$ cat config.mk
export PLATFORM = sky130hd
export DESIGN_NAME = instr_compressor
export DESIGN_NICKNAME = d
export VERILOG_FILES = /design/src/rtl/compress_pkg.sv /design/src/rtl/pair_table.sv /design/src/rtl/instr_compressor.sv
export SDC_FILE = /design/constraint.sdc
export NUM_CORES = 2
export LEC_CHECK = 0
export CELL_PAD_IN_SITES_DETAIL_PLACEMENT = 0
export CELL_PAD_IN_SITES_GLOBAL_PLACEMENT = 2
export CORE_UTILIZATION = 47
export CTS_BUF_LIST = sky130_fd_sc_hd__clkbuf_16
export CTS_CLUSTER_DIAMETER = 200
export DETAILED_ROUTE_END_ITERATION = 8
export PLACE_DENSITY_LB_ADDON = 0.1
export SLEW_MARGIN = 5
export SYNTH_ARGS = -nofsm -noshare
export SYNTH_HDL_FRONTEND = slang
export SYNTH_SLANG_ARGS = --single-unit
export TNS_END_PERCENT = 50
$ cat constraint.sdc
create_clock -name clk -period 3.7 [get_ports clk]
set_input_delay 0.74 -clock clk [delete_from_list [all_inputs] [get_ports clk]]
set_output_delay 0.74 -clock clk [all_outputs]
set_load 0.1 [all_outputs]
$ cat src/rtl/compress_pkg.sv
// Shared compression constants, token layout and compressor FSM states.
// OPCODE/ENCODE_LEN must stay identical to the decompressor's values.
package compress_pkg;

  localparam int WORD_W = 32;
  localparam int ENCODE_LEN = 4;
  localparam logic [ENCODE_LEN-1:0] OPCODE = 4'b1111;

  typedef struct packed {
    logic [ENCODE_LEN-1:0]        marker;
    logic [WORD_W-ENCODE_LEN-1:0] offset;
  } token_t;

  typedef enum logic {
    EMPTY,
    HELD
  } state_t;

endpackage

$ cat src/rtl/pair_table.sv
// Pair table: word storage with per-word valid bits, 1-cycle write port and
// a combinational lowest-index match of {first, second} against every pair.
module pair_table #(
  parameter int WIDTH = 32,
  parameter int PAIRS = 51,
  parameter int AW    = $clog2(2*PAIRS),
  parameter int IW    = $clog2(PAIRS)
) (
  input  logic             clk,
  input  logic             reset,
  input  logic             we,
  input  logic [AW-1:0]    addr,
  input  logic [WIDTH-1:0] wdata,
  input  logic [WIDTH-1:0] first,
  input  logic [WIDTH-1:0] second,
  output logic             hit,
  output logic [IW-1:0]    index
);

  localparam int DEPTH = 2*PAIRS;

  logic [WIDTH-1:0] mem [DEPTH];
  logic [DEPTH-1:0] vld;
  logic             wr_ok;

  assign wr_ok = we && (int'(addr) < DEPTH);

  always_ff @(posedge clk) begin
    if (!reset) begin
      vld <= '0;
    end else if (wr_ok) begin
      vld[addr] <= 1'b1;
    end
  end

  always_ff @(posedge clk) begin
    if (wr_ok) begin
      mem[addr] <= wdata;
    end
  end

  // Ascending scan that locks on the first hit gives lowest-index priority.
  always_comb begin
    hit   = 1'b0;
    index = '0;
    for (int unsigned k = 0; k < PAIRS; k++) begin
      if (!hit && vld[2*k] && vld[2*k+1] &&
          mem[2*k] == first && mem[2*k+1] == second) begin
        hit   = 1'b1;
        index = IW'(k);
      end
    end
  end

endmodule

$ cat src/rtl/instr_compressor.sv
// Instruction-pair compressor: replaces table-listed consecutive pairs with
// {OPCODE, byte offset} tokens. Optional counters under COMPRESS_STATS_EN.
module instr_compressor #(
  parameter int WIDTH = compress_pkg::WORD_W,
  parameter int ENCODE_LEN = compress_pkg::ENCODE_LEN,
  parameter logic [ENCODE_LEN-1:0] OPCODE = compress_pkg::OPCODE,
  parameter int PAIRS = 51,
  parameter int AW = $clog2(2*PAIRS)
) (
  input  logic             clk,
  input  logic             reset,
  input  logic             in_valid,
  input  logic [WIDTH-1:0] in_data,
  output logic             in_ready,
  input  logic             flush,
  output logic             out_valid,
  output logic [WIDTH-1:0] out_data,
  input  logic             out_ready,
  input  logic             tbl_we,
  input  logic [AW-1:0]    tbl_addr,
  input  logic [WIDTH-1:0] tbl_wdata,
  output logic             collide,
  output logic             idle
`ifdef COMPRESS_STATS_EN
  ,
  output logic [31:0]      in_count,
  output logic [31:0]      token_count
`endif
);

  import compress_pkg::*;

  localparam int IW = $clog2(PAIRS);

  state_t           state, state_next;
  logic [WIDTH-1:0] held;
  logic             hit;
  logic [IW-1:0]    hit_idx;
  logic             slot_free, in_fire;
  logic             load_tok, load_raw, take_in;
  token_t           tok;

  assign slot_free = !out_valid || out_ready;
  assign in_ready  = slot_free;
  assign in_fire   = in_valid && in_ready;
  assign idle      = (state == EMPTY) && !out_valid;

  pair_table #(
    .WIDTH (WIDTH),
    .PAIRS (PAIRS),
    .AW    (AW),
    .IW    (IW)
  ) u_table (
    .clk    (clk),
    .reset  (reset),
    .we     (tbl_we),
    .addr   (tbl_addr),
    .wdata  (tbl_wdata),
    .first  (held),
    .second (in_data),
    .hit    (hit),
    .index  (hit_idx)
  );

  always_ff @(posedge clk) begin
    if (!reset) begin
      state <= EMPTY;
    end else begin
      state <= state_next;
    end
  end

  always_comb begin
    state_next = state;
    unique case (state)
      EMPTY: if (in_fire) state_next = HELD;
      HELD: begin
        if (in_fire) begin
          state_next = hit ? EMPTY : HELD;
        end else if (flush && slot_free) begin
          state_next = EMPTY;
        end
      end
      default: state_next = EMPTY;
    endcase
  end

  // A flush with in_valid high never drains: the pending pair goes first.
  always_comb begin
    load_tok = 1'b0;
    load_raw = 1'b0;
    if (state == HELD) begin
      load_tok = in_fire && hit;
      load_raw = (in_fire && !hit) || (flush && !in_valid && slot_free);
    end
    take_in    = in_fire && !load_tok;
    tok.marker = OPCODE;
    tok.offset = '0;
    tok.offset[IW+2:0] = {hit_idx, 3'b000};
  end

  always_ff @(posedge clk) begin
    if (!reset) begin
      out_valid <= 1'b0;
      out_data  <= '0;
      collide   <= 1'b0;
      held      <= '0;
    end else begin
      collide <= load_raw && (held[WIDTH-1 -: ENCODE_LEN] == OPCODE);
      if (load_tok) begin
        out_data  <= WIDTH'(tok);
        out_valid <= 1'b1;
      end else if (load_raw) begin
        out_data  <= held;
        out_valid <= 1'b1;
      end else if (out_ready) begin
        out_valid <= 1'b0;
      end
      if (take_in) begin
        held <= in_data;
      end else if (load_tok || load_raw) begin
        held <= '0;
      end
    end
  end

`ifdef COMPRESS_STATS_EN
  always_ff @(posedge clk) begin
    if (!reset) begin
      in_count    <= '0;
      token_count <= '0;
    end else begin
      if (in_fire && in_count != '1) begin
        in_count <= in_count + 32'd1;
      end
      if (load_tok && token_count != '1) begin
        token_count <= token_count + 32'd1;
      end
    end
  end
`endif

endmodule

==> reports/metrics.cfg <==
[synth]
synth_top_flop_cell=edfxtp_1
synth.cell_area_um2=146000
yosysUniqueCellTypes=95
synth_fa_ha_area_share_pct=0
synth-compound-area-share_pct=3.59
synthTopCellsByCount=3264 x edfxtp_1, 1584 x xor2_1, 1061 x xnor2_1, 465 x nor4_1, 401 x nor2_1
synth-seq-cells=3433
synthTopCellsByArea=edfxtp_1 67%, xor2_1 9.5%, xnor2_1 6.4%
syn_inst=9390
synthXorXnorAreaFrac_pct=15.9
yosysMostFrequentCell=edfxtp_1
postSynth.asyncResetShare_pct=0
synth_nets=9467
ys_seq_area_share_pct=69.5
syn_avg_cell_area_um2=15.5
synth-edff-count=3264
synth_top_family_by_area=XOR/XNOR gates
synth-simple-area-share_pct=7.79
synth_area_leader_cell=edfxtp_1
netlist.area_leader.share_pct=67.2
ys_warn_count=0
synth.area.mux_share_pct=0.227

[routing]
via_per_inst=6.52
drtIter0Drc=20000
vias=101000
finalWirelength_mm=701
wl_met1_mm=256
drt-pass1-iter-count=9
wl_met2_mm=308
met3_length_mm=89.4
wl_per_cell_um=45.1
drc=24
antenna_left=0
dr.max_layer_used=met5

[pwr]
leakagePower_nw=62.4
vdd_drop_max_uv=504
p_per_area_nw_per_um2=485

[critical_path]
timing.critical_path.to_type=register
crit_start=held[14]
crit_required_ns=4.58
critPathLaunchType=register
critPathCapture=out_data[8]
cp.arrival_ns=4.82
reg2reg_to=out_data[8]
crit_fanout=8
reg2reg_depth=17
r2r-start=held[14]
critical_path_class=reg2reg
r2r_setup_slack_ns=-0.25

[finish]
drive_gt1_share_pct=22.8
fin_cells=15600
fillerInstances=24200
syn2layout_area_growth_pct=24.2
fin_util_pct=58.7
final_net_count=11200

[floorplanning]
die_h_um=559
start_util_pct=47.2
ios=113
die_width_um=559
die-area_um2=312000
row_count=204
core_um2=309000

[placed_design]
io_buffer_count=112
dp_hpwl_mm=459
gp_congestion=1.03
dp_cells=14800
dp_slack_ns=-1.42

[job]
max_cap_violations=0

[timing]
slew_violations=0
finalSetupViolations=66
max_freq_mhz=253
worst_pin_slew_ns=1.44
post-route-period-util_pct=107
finClkSkew_ns=0.0576
hold_viol_final=0
rsz0062_at_grt=true
slew_headroom_pct=4.04
min_period_ns=3.95
setup_ws_ns=-0.249

[run_status]
outcome=complete, but fails checks
violations=design-rule violations, negative setup slack

[clock_network]
cts_tree=done
clk_pin_slew_ns=0.06
cts_buffers=370
cts.htree.levels=5
clkSinkCount=3433
cts_root_buffer=clkbuf_16
cts_buffer_depth=4
clk_latency_ns=0.99
cts_hold_buf=0

[global_route]
track_usage_pct=44.0
grt_pass1_wl_mm=906
grt_pass1_vias=93900
antenna_found_initial=94
grt-ovfl-total=0
grt_max_degree=66

[hold_path]
hold_path.class=in2reg

-- sequential cells by signal, indices dropped and copies added, names as in the netlist --
register,cells
held,32
out_valid,1
state,1
u_table.vld,102
u_table.mem,3264
collide,1
out_data,32
-- worst min path at each step --
stage	from	end	slack (ns)	depth (start not counted)
finish	tbl_wdata[26]	u_table.mem[100][26]	0.17	1
detailed placement	u_table.vld[9]	u_table.vld[9]	0.46	2
CTS	tbl_wdata[26]	u_table.mem[100][26]	0.12	1
floorplan	u_table.vld[20]	u_table.vld[20]	0.44	2
global route	tbl_wdata[26]	u_table.mem[100][26]	0.15	1
global placement	u_table.vld[9]	u_table.vld[9]	0.45	2
-- logic make-up (layout without fill, tap and decap cells) --
logic type | count (synthesis) | after routing
AND/OR/NAND/NOR | 2022 | 2022
flip-flops | 3433 | 3433
multiplexers | 33 | 33
other | 0 | 20
buffers and inverters | 612 | 2632
XOR/XNOR | 2646 | 2646
AO/OA/AOI/OAI | 644 | 644
-- layout by cell type (no fill, tap or decap), types with 23 or more instances in the layout --
cell / instances
nand4_1: 358
nand2_1: 143
clkbuf_16: 374
xor2_1: 1577
nand2b_1: 172
xnor2_1: 1055
mux2i_1: 33
buf_4: 1156
a21oi_1: 23
clkinv_2: 60
o2111ai_1: 70
o2bb2ai_1: 53
edfxtp_1: 3264
a22o_1: 51
nor2b_1: 171
nor2_4: 92
a222oi_1: 25
nor3_1: 75
nor2_1: 296
nand3_1: 73
clkinv_1: 104
clkdlybuf4s50_1: 44
dfxtp_4: 32
dfxtp_1: 137
a22oi_1: 51
buf_12: 476
a221oi_1: 39
nor4_4: 25
nor4_1: 367
o221ai_1: 30
or4_1: 33
inv_1: 240
a2111oi_0: 51
nor4_2: 79
buf_6: 96
o22ai_1: 103
-- through the flow --
stage	power (mW)	cell area (µm²)	hold WS (ns)	setup TNS [ns]
after CTS	87.5	181000	0.122	-3.26
after floorplan	46.5	146000	0.440	0
after global routing	89.1	181000	0.151	-7.13
after detailed placement	52.0	167000	0.457	-76.00
after global placement	52.0	167000	0.448	-77.66
final	87.9	181000	0.168	-8.84
-- worst max-delay path: stages, from the launching register on --
cell,delay [ns]
dfxtp_4,0.46
buf_12,0.17
buf_4,0.32
xor2_1,0.12
nor4_1,0.54
nand4_1,0.27
nor4_4,0.26
buf_4,0.22
a22oi_1,0.09
nand4_1,0.14
buf_4,0.16
nor3_4,0.06
a41oi_4,0.23
nor2_4,0.06
buf_12,0.14
buf_4,0.15
mux2i_1,0.12
a221oi_1,0.28
-- report_power, final --
| part | switching (mW) | leakage [nW] | internal (mW) | total [mW] |
|---|---|---|---|---|
| combinational | 6.10 | 25.6 | 2.87 | 8.97 |
| clock | 16.3 | 6.01 | 19.8 | 36.1 |
| sequential | 0.154 | 30.7 | 42.7 | 42.8 |
-- cell type report --
cell class / count / area (µm²) / area share, %
Tap cell: 4120 / 5150 / 2.85
Inverter: 167 / 647 / 0.357
Antenna cell: 20 / 50.0 / 0.0276
Sequential cell: 3433 / 102000 / 56.0
Timing Repair Buffer: 1786 / 20000 / 11.0
Clock buffer: 374 / 9360 / 5.17
Multi-Input combinational cell: 5345 / 42200 / 23.3
Clock inverter: 305 / 2190 / 1.21
-- timing repair --
action / CTS / global route
gates resized for setup: 261 / 57
cloned: 0 / 0
pin swaps: 61 / 30
setup endpoints to repair: 67 / 67
setup buffers: 89 / 4
-- layer usage --
metal | vias to the layer above | track usage [%]
li1 | 38500 | -
met1 | 52600 | 59.4
met2 | 8577 | 66.4
met3 | 1700 | 9.49
met4 | 22 | 24.6
met5 | - | 0
(Power assumes the default switching activity.)
